===== src/rtl/fetch_unit_if.sv =====
// Fetch-stage bundle: instruction memory port, pipeline control inputs and IF/ID outputs.
// The fetch unit drives it through the master modport.
interface fetch_unit_if;
  logic [7:0] imem_data;
  logic [7:0] imem_addr;
  logic       stall;
  logic       pc_load;
  logic [7:0] pc_load_val;
  logic       intr;
  logic [3:0] if_opcode;
  logic [1:0] if_ra;
  logic [1:0] if_rb;
  logic [7:0] if_imm;
  logic [7:0] if_pc_next;
  logic       if_valid;
  logic       if_int;
  logic       intr_ack;

  modport master (
    input  imem_data, stall, pc_load, pc_load_val, intr,
    output imem_addr, if_opcode, if_ra, if_rb, if_imm, if_pc_next,
           if_valid, if_int, intr_ack
  );

  modport slave (
    output imem_data, stall, pc_load, pc_load_val, intr,
    input  imem_addr, if_opcode, if_ra, if_rb, if_imm, if_pc_next,
           if_valid, if_int, intr_ack
  );
endinterface


===== src/rtl/fetch_unit.sv =====
// Instruction fetch stage with reset vector, two-byte (opcode 4'hC) instructions and IF/ID register.
// Define FETCH_INTR_EN to build the interrupt injection logic (pending flag, saved pc, INT_VEC).
module fetch_unit (
  input logic          clk,
  input logic          rst,
  fetch_unit_if.master bus
);

  typedef enum logic [1:0] {RST_VEC, FETCH, FETCH_IMM, INT_VEC} state_e;

  state_e     state_q, state_d;
  logic [7:0] pc_q, pc_d;
  logic [7:0] hold_q, hold_d;
  logic [3:0] opcode_q, opcode_d;
  logic [1:0] ra_q, ra_d;
  logic [1:0] rb_q, rb_d;
  logic [7:0] imm_q, imm_d;
  logic [7:0] pc_next_q, pc_next_d;
  logic       valid_q, valid_d;
  logic [7:0] pc_inc;
  logic [7:0] imem_addr_c;

`ifdef FETCH_INTR_EN
  logic       pend_q, pend_d;
  logic       intr_prev_q;
  logic       int_q, int_d;
  logic       ack_q, ack_d;
  logic [7:0] saved_pc_q, saved_pc_d;
  logic       intr_rise;

  assign intr_rise = bus.intr & ~intr_prev_q;
`else
  logic unused_intr;
  assign unused_intr = bus.intr;
`endif

  assign pc_inc = pc_q + 8'd1;

  always_comb begin
    imem_addr_c = pc_q;
    if (state_q == RST_VEC) imem_addr_c = 8'h00;
`ifdef FETCH_INTR_EN
    if (state_q == INT_VEC) imem_addr_c = 8'h01;
`endif
  end

  always_comb begin
    state_d   = state_q;
    pc_d      = pc_q;
    hold_d    = hold_q;
    opcode_d  = opcode_q;
    ra_d      = ra_q;
    rb_d      = rb_q;
    imm_d     = imm_q;
    pc_next_d = pc_next_q;
    valid_d   = valid_q;
`ifdef FETCH_INTR_EN
    pend_d     = pend_q | intr_rise;
    saved_pc_d = saved_pc_q;
    int_d      = int_q;
    ack_d      = 1'b0;
`endif
    case (state_q)
      RST_VEC: begin
        pc_d    = bus.imem_data;
        state_d = FETCH;
      end

      FETCH: begin
        if (!bus.stall) begin
`ifdef FETCH_INTR_EN
          int_d = 1'b0;
`endif
          if (bus.pc_load) begin
            pc_d    = bus.pc_load_val;
            valid_d = 1'b0;
          end
`ifdef FETCH_INTR_EN
          // Interrupts are only taken here, at a clean instruction boundary.
          else if (pend_q) begin
            saved_pc_d = pc_q;
            ack_d      = 1'b1;
            pend_d     = 1'b0;
            valid_d    = 1'b0;
            state_d    = INT_VEC;
          end
`endif
          else if (bus.imem_data[7:4] == 4'hC) begin
            hold_d  = bus.imem_data;
            pc_d    = pc_inc;
            valid_d = 1'b0;
            state_d = FETCH_IMM;
          end
          else begin
            opcode_d  = bus.imem_data[7:4];
            ra_d      = bus.imem_data[3:2];
            rb_d      = bus.imem_data[1:0];
            imm_d     = 8'h00;
            pc_next_d = pc_inc;
            valid_d   = 1'b1;
            pc_d      = pc_inc;
          end
        end
      end

      FETCH_IMM: begin
        if (!bus.stall) begin
`ifdef FETCH_INTR_EN
          int_d = 1'b0;
`endif
          state_d = FETCH;
          if (bus.pc_load) begin
            pc_d    = bus.pc_load_val;
            valid_d = 1'b0;
          end
          else begin
            opcode_d  = hold_q[7:4];
            ra_d      = hold_q[3:2];
            rb_d      = hold_q[1:0];
            imm_d     = bus.imem_data;
            pc_next_d = pc_inc;
            valid_d   = 1'b1;
            pc_d      = pc_inc;
          end
        end
      end

`ifdef FETCH_INTR_EN
      INT_VEC: begin
        if (!bus.stall) begin
          pc_d      = bus.imem_data;
          int_d     = 1'b1;
          valid_d   = 1'b1;
          opcode_d  = 4'h0;
          ra_d      = 2'b00;
          rb_d      = 2'b00;
          imm_d     = 8'h00;
          pc_next_d = saved_pc_q;
          state_d   = FETCH;
        end
      end
`endif

      default: state_d = RST_VEC;
    endcase
  end

  always_ff @(posedge clk or negedge rst) begin
    if (!rst) begin
      state_q   <= RST_VEC;
      pc_q      <= 8'h00;
      hold_q    <= 8'h00;
      opcode_q  <= 4'h0;
      ra_q      <= 2'b00;
      rb_q      <= 2'b00;
      imm_q     <= 8'h00;
      pc_next_q <= 8'h00;
      valid_q   <= 1'b0;
    end
    else begin
      state_q   <= state_d;
      pc_q      <= pc_d;
      hold_q    <= hold_d;
      opcode_q  <= opcode_d;
      ra_q      <= ra_d;
      rb_q      <= rb_d;
      imm_q     <= imm_d;
      pc_next_q <= pc_next_d;
      valid_q   <= valid_d;
    end
  end

`ifdef FETCH_INTR_EN
  always_ff @(posedge clk or negedge rst) begin
    if (!rst) begin
      pend_q      <= 1'b0;
      intr_prev_q <= 1'b0;
      int_q       <= 1'b0;
      ack_q       <= 1'b0;
      saved_pc_q  <= 8'h00;
    end
    else begin
      pend_q      <= pend_d;
      intr_prev_q <= bus.intr;
      int_q       <= int_d;
      ack_q       <= ack_d;
      saved_pc_q  <= saved_pc_d;
    end
  end

  assign bus.if_int   = int_q;
  assign bus.intr_ack = ack_q;
`else
  assign bus.if_int   = 1'b0;
  assign bus.intr_ack = 1'b0;
`endif

  assign bus.imem_addr  = imem_addr_c;
  assign bus.if_opcode  = opcode_q;
  assign bus.if_ra      = ra_q;
  assign bus.if_rb      = rb_q;
  assign bus.if_imm     = imm_q;
  assign bus.if_pc_next = pc_next_q;
  assign bus.if_valid   = valid_q;

endmodule

===== src/flat_wrapper.sv =====
// flat-port wrapper written by rule: the top's interface ports become plain ports
module fetch_unit_flat 
  (clk, rst, bus_imem_data, bus_stall, bus_pc_load, bus_pc_load_val, bus_intr, bus_imem_addr, bus_if_opcode, bus_if_ra, bus_if_rb, bus_if_imm, bus_if_pc_next, bus_if_valid, bus_if_int, bus_intr_ack);
  fetch_unit_if bus_i ();
  input logic clk;
  input logic rst;
  input wire logic [$bits(bus_i.imem_data)-1:0] bus_imem_data;
  input wire logic [$bits(bus_i.stall)-1:0] bus_stall;
  input wire logic [$bits(bus_i.pc_load)-1:0] bus_pc_load;
  input wire logic [$bits(bus_i.pc_load_val)-1:0] bus_pc_load_val;
  input wire logic [$bits(bus_i.intr)-1:0] bus_intr;
  output wire logic [$bits(bus_i.imem_addr)-1:0] bus_imem_addr;
  output wire logic [$bits(bus_i.if_opcode)-1:0] bus_if_opcode;
  output wire logic [$bits(bus_i.if_ra)-1:0] bus_if_ra;
  output wire logic [$bits(bus_i.if_rb)-1:0] bus_if_rb;
  output wire logic [$bits(bus_i.if_imm)-1:0] bus_if_imm;
  output wire logic [$bits(bus_i.if_pc_next)-1:0] bus_if_pc_next;
  output wire logic [$bits(bus_i.if_valid)-1:0] bus_if_valid;
  output wire logic [$bits(bus_i.if_int)-1:0] bus_if_int;
  output wire logic [$bits(bus_i.intr_ack)-1:0] bus_intr_ack;
  assign bus_i.imem_data = bus_imem_data;
  assign bus_i.stall = bus_stall;
  assign bus_i.pc_load = bus_pc_load;
  assign bus_i.pc_load_val = bus_pc_load_val;
  assign bus_i.intr = bus_intr;
  assign bus_imem_addr = bus_i.imem_addr;
  assign bus_if_opcode = bus_i.if_opcode;
  assign bus_if_ra = bus_i.if_ra;
  assign bus_if_rb = bus_i.if_rb;
  assign bus_if_imm = bus_i.if_imm;
  assign bus_if_pc_next = bus_i.if_pc_next;
  assign bus_if_valid = bus_i.if_valid;
  assign bus_if_int = bus_i.if_int;
  assign bus_intr_ack = bus_i.intr_ack;
  fetch_unit u_core (.clk(clk), .rst(rst), .bus(bus_i));
endmodule

===== config.mk =====
export PLATFORM = sky130hd
export DESIGN_NAME = fetch_unit_flat
export DESIGN_NICKNAME = d
export VERILOG_FILES = /design/src/rtl/fetch_unit_if.sv /design/src/rtl/fetch_unit.sv /design/src/flat_wrapper.sv
export SDC_FILE = /design/constraint.sdc
export NUM_CORES = 1
export LEC_CHECK = 0
export BUFFER_PORTS_ARGS = -buffer_cell sky130_fd_sc_hd__buf_2
export CAP_MARGIN = 20
export CORE_MARGIN = 3
export CORE_UTILIZATION = 30
export DETAILED_ROUTE_END_ITERATION = 8
export HOLD_SLACK_MARGIN = 0.12
export SYNTH_ARGS = -nofsm -noshare
export SYNTH_HDL_FRONTEND = slang
export SYNTH_SLANG_ARGS = --single-unit

===== constraint.sdc =====
create_clock -name clk -period 4.4 [get_ports clk]
set_input_delay 0.88 -clock clk [delete_from_list [all_inputs] [get_ports clk]]
set_output_delay 0.88 -clock clk [all_outputs]
set_load 0.02 [all_outputs]

After elaboration in Yosys (flattened, before gate mapping)
Cells that the tools add are included.

word-level totals
  word-level logic and storage cells = 76
  output and inout port bits = 35
  register bits after elaboration = 43
  bits of input ports = 21

operators by class
  multiplexer cells = 45
  eq/ne operators = 10
  reduce and logical (&&, ||, !) cells = 9
  bitwise logic cells = 2
  add/sub/neg operators = 1

operators with widths
  cell                   number
  $mux W8                13
  $pmux W8 S2            3
  $mux W2                14
  $mux W4                5
  $ne A2 B2 Y1 const B   6
  $add A8 B1 Y8 const B  1
  $pmux W2 S2            2
  $pmux W4 S2            1
  $reduce_and A4 Y1      2
  $pmux W2 S3            1
  $reduce_and A6 Y1      1
  $mux W1                5
  $eq A4 B4 Y1 const B   1
  $reduce_bool A2 Y1     2
  $reduce_and A3 Y1      1
  $eq A2 B1 Y1 const B   1
  $eq A2 B2 Y1 const B   1
  $logic_not A2 Y1       1
  $ne A2 B1 Y1 const B   1
  $not A1 Y1             2
  $pmux W1 S2            1
  $reduce_and A2 Y1      1
  $reduce_or A2 Y1       1

Logic depth before layout (Yosys ltp)
  depth in word-level cells = 5
  mapped depth = 8
  mapped depth without buffers = 6

Least setup slack after synthesis
Ideal clock, no wire load.

  path kind = reg2out
  start point = register u_core.state_q[0]
  end point = output bus_imem_addr[2]
  path slack = 2.269 ns
  data required time = 3.520 ns
  arrival time = 1.251 ns
  cell stages (with the launch flop) = 5
  buffers on the path = 1
  cells stage by stage = dfrtp_1 > inv_1 > ha_1 > clkbuf_1 > nor2b_1

between the ends
  word-level cells in the longest chain between the ends = 2

ends and longest elaborated chain
  what                    RTL line            text
  from (decl)             fetch_unit.sv:11    state_e state_q, state_d;
  from (signal assigned)  fetch_unit.sv:161   state_q <= state_d;
  $logic_not A2 Y1        fetch_unit.sv:41    if (state_q == RST_VEC) imem_addr_c = 8'h00;
  $mux W8                 fetch_unit.sv:41
  to (decl)               flat_wrapper.sv:12  output wire logic [$bits(bus_i.imem_addr)-1:0] bus_imem_addr;

Every way passes these cells.

Final worst setup path
  start point = register u_core.state_q[0]
  end point = output bus_imem_addr[0]

The elaborated chain is that of the path after synthesis.

==> impl_metrics.tcl <==
set metrics [dict create \
    globalRouteTotalUtil_pct 13.3 \
    worst-endpoint-required_ns 3.52 \
    path_clk_slew_ns 0.08 \
    holdCritPathClass "register to register" \
    critical_path.n_buffers_inverters 2 \
    setup.worst_path.class "register to output port" \
    synth-seq-area-share_pct 49.5 \
    rows 30 \
    final_cycle_share_pct 59.5 \
    critical-path-top-delay-family "adder cells" \
    initial_core_util_pct 31.5 \
    clock_sinks 43 \
    grt_ovf 0 \
    peakVddDrop_mv 0.178 \
    antenna_found_initial 0 \
    port_buffer_count 52 \
    postSynth.asyncResetShare_pct 100 \
    netlist_instances 220 \
    fin_tns_setup_ns 0 \
    worst_margin_pin_slew_ns 0.973 \
    clock_tree.root_cell "clkbuf_8" \
    tritoncts_buffer_count 5 \
    cts_hold_buf 0 \
    syn_to_final_growth_pct 20.1 \
    io_pins 56 \
    timing.reg2reg.worst_path_depth 6 \
    slew-limit-headroom_pct 35.1 \
    post-layout-total-power_mw 1.93 \
    synth_area_um2 2170 \
    antenna_cells_inserted 0 \
    hold_viol_final 0 \
    final_nets 297 \
    die_area_um2 8300 \
    crit_fanout 16 \
    synth.ff_latch_count 43 \
    synth_ff_type "dfrtp_1" \
    most_numerous_cell_in_the_yosys_netlist "dfrtp_1" \
    post-route-min-period_ns 2.62 \
    die_x_um 91.1 \
    route.antenna.remaining_nets 0 \
    chipHeight_um 91.1 \
    post_synth_main_area_contributors "dfrtp_1, nand2_1, mux2i_1, o21ai_0, ha_1" \
    report.final.setup_viol 0 \
    largest_net_degree_at_the_start_of_global_routing 44 \
    drt-pass1-iter-count 4 \
    cts-resized-gates 0 \
    yosys_warnings 0 \
    synth-edff-count 0 \
    highest_clock_frequency_the_design_can_meet_ghz 0.382 \
    cts_setup_buffers 0 \
    power.density_nw_per_um2 741 \
    drt_drc_violations_left 0 \
    detail_route.iter0.violations 84 \
    final_critical_path_setup_slack_ns 1.78 \
    vias_per_cell 4.63 \
    max_capacitance_violation_total 0 \
    dp_worst_setup_slack_ns 1.74 \
    h_tree_depth 2 \
    gp_congestion 0.851 \
    grt_pass1_vias 1624 \
    slew_violations 0 \
    netlist.area_leader.share_pct 49.5 \
    leakagePower_nw 1.28 \
    grt_pass1_wl_um 8630 \
    synth_cell_types 39 \
    worst_clock_skew_ns 0.00387 \
    route.vias.total 1700 \
    cts.path.max_buffers 2 \
    slowest_stage "ha_1" \
    rsz0062_at_grt "false" \
    hold_path_depth 2 \
    area_of_the_core_um2 6910 \
    tritoncts "built" \
    critPathArrivalTime_ns 1.74 \
    synth_area_leader "dfrtp_1" \
    start_kind "register" \
    critical_path_cell_count 4 \
    route.detailed.wl_per_inst_um 14.5 \
    slowest_delay_ns 0.53 \
    drive_gt1_share_pct 26.2 \
    layout.filler_cells 722 \
    run_status "finished, final reports clean" \
    endpoint_kind "output port" \
    insertion_delay_ns 0.29 \
    worstPathCellList "inv_1 > ha_1 > nor2b_1 > buf_2" \
    drt_wl_total_um 5310 \
    synth.top_cells.by_count "dfrtp_1, nand2_1, o21ai_0" \
    post-dp-hpwl_um 3760 \
    synthesis.area_per_instance_um2 9.88 \
]
-- sequential cells by signal, summed over array words and instances, names as in the netlist --
signal / flops
u_core.bus.if_opcode: 4
u_core.bus.if_pc_next: 8
u_core.bus.if_ra: 2
u_core.state_q: 2
u_core.bus.if_valid: 1
u_core.hold_q: 8
u_core.bus.if_imm: 8
u_core.pc_q: 8
u_core.bus.if_rb: 2
-- worst min-delay path: cells and delay by family (launching register included) --
kind             cells  cell delay, ns
and+or+nand+nor      2            0.09
DFF                  1            0.34
-- final cells by class --
| cell class | instances | area (um2) | area share (%) |
|---|---|---|---|
| Clock buffer | 6 | 72.6 | 2.78 |
| Multi-Input combinational cell | 161 | 1020 | 38.9 |
| Sequential cell | 43 | 1080 | 41.2 |
| Clock inverter | 2 | 12.5 | 0.479 |
| Timing Repair Buffer | 54 | 295 | 11.3 |
| Tap cell | 96 | 120 | 4.60 |
| Inverter | 5 | 18.8 | 0.719 |
-- metrics by stage --
| stage | area [um2] | util (%) | hold WS [ns] | instances |
|---|---|---|---|---|
| 4_1_cts | 2580 | 37.4 | 0.469 | 366 |
| 3_3_place_gp | 2500 | 36.2 | 0.444 | 358 |
| 3_5_place_dp | 2500 | 36.2 | 0.450 | 358 |
| 2_1_floorplan | 2180 | - | 0.434 | 221 |
| 6_report | 2610 | 37.8 | 0.462 | 367 |
| 5_1_grt | 2610 | 37.8 | 0.490 | 367 |
-- kinds of logic after synthesis --
logic type      Yosys count  synth area share [%]
fa+ha+maj                 6                  3.45
xor+xnor                  6                  2.42
simple gates             86                  18.9
flops                    43                  49.5
mux                      15                  7.43
compound gates           46                  14.2
other cells               1                 0.173
buf+inv                  17                  3.91
-- per-layer routing --
layer	global-route usage (%)	routed length [um]	vias to the layer above	part of all wire, %
met5	0	0	-	0
met1	18.7	2570	778	48
met4	5.40	125	0	2.4
met2	19.0	2280	52	43
met3	3.81	329	14	6.2
li1	-	-	856	-
-- power breakdown --
group | internal [mW] | switching [mW] | total [mW]
Combinational | 0.386 | 0.612 | 0.998
Sequential | 0.564 | 0.127 | 0.691
Clock | 0.111 | 0.134 | 0.245
Total | 1.06 | 0.873 | 1.93
-- path summary, 6_finish.rpt --
| kind | startpoint | end | slack [ns] |
|---|---|---|---|
| worst min register to register | u_core.bus.if_imm[3] | u_core.bus.if_imm[3] | 0.46 |
| max in group asynchronous | rst | u_core.bus.if_opcode[3] | 3.06 |
| worst min-delay path | u_core.bus.if_imm[3] | u_core.bus.if_imm[3] | 0.46 |
| worst max-delay path | u_core.state_q[0] | bus_imem_addr[0] | 1.78 |
| min in group asynchronous | rst | u_core.bus.if_pc_next[4] | 0.74 |
| worst max register to register | u_core.state_q[0] | u_core.bus.if_pc_next[6] | 2.10 |
-- cells in the final DEF, fill, tap and decap left out, types with 2 or more instances in the layout --
| cell | n |
|---|---|
| buf_2 | 52 |
| dfrtp_1 | 43 |
| nand2_1 | 40 |
| o21ai_0 | 18 |
| nand3_1 | 14 |
| nor2b_1 | 10 |
| nor2_1 | 9 |
| a21oi_1 | 9 |
| mux2i_1 | 9 |
| nand2b_1 | 6 |
| ha_1 | 6 |
| inv_1 | 5 |
| mux2_2 | 5 |
| clkbuf_8 | 5 |
| o21ai_1 | 4 |
| and2_1 | 3 |
| xnor2_1 | 3 |
| xor2_1 | 3 |
| a32oi_1 | 2 |
| o221a_2 | 2 |
| a211oi_1 | 2 |
| conb_1 | 2 |
No activity file was read; power rests on OpenSTA's default activity.
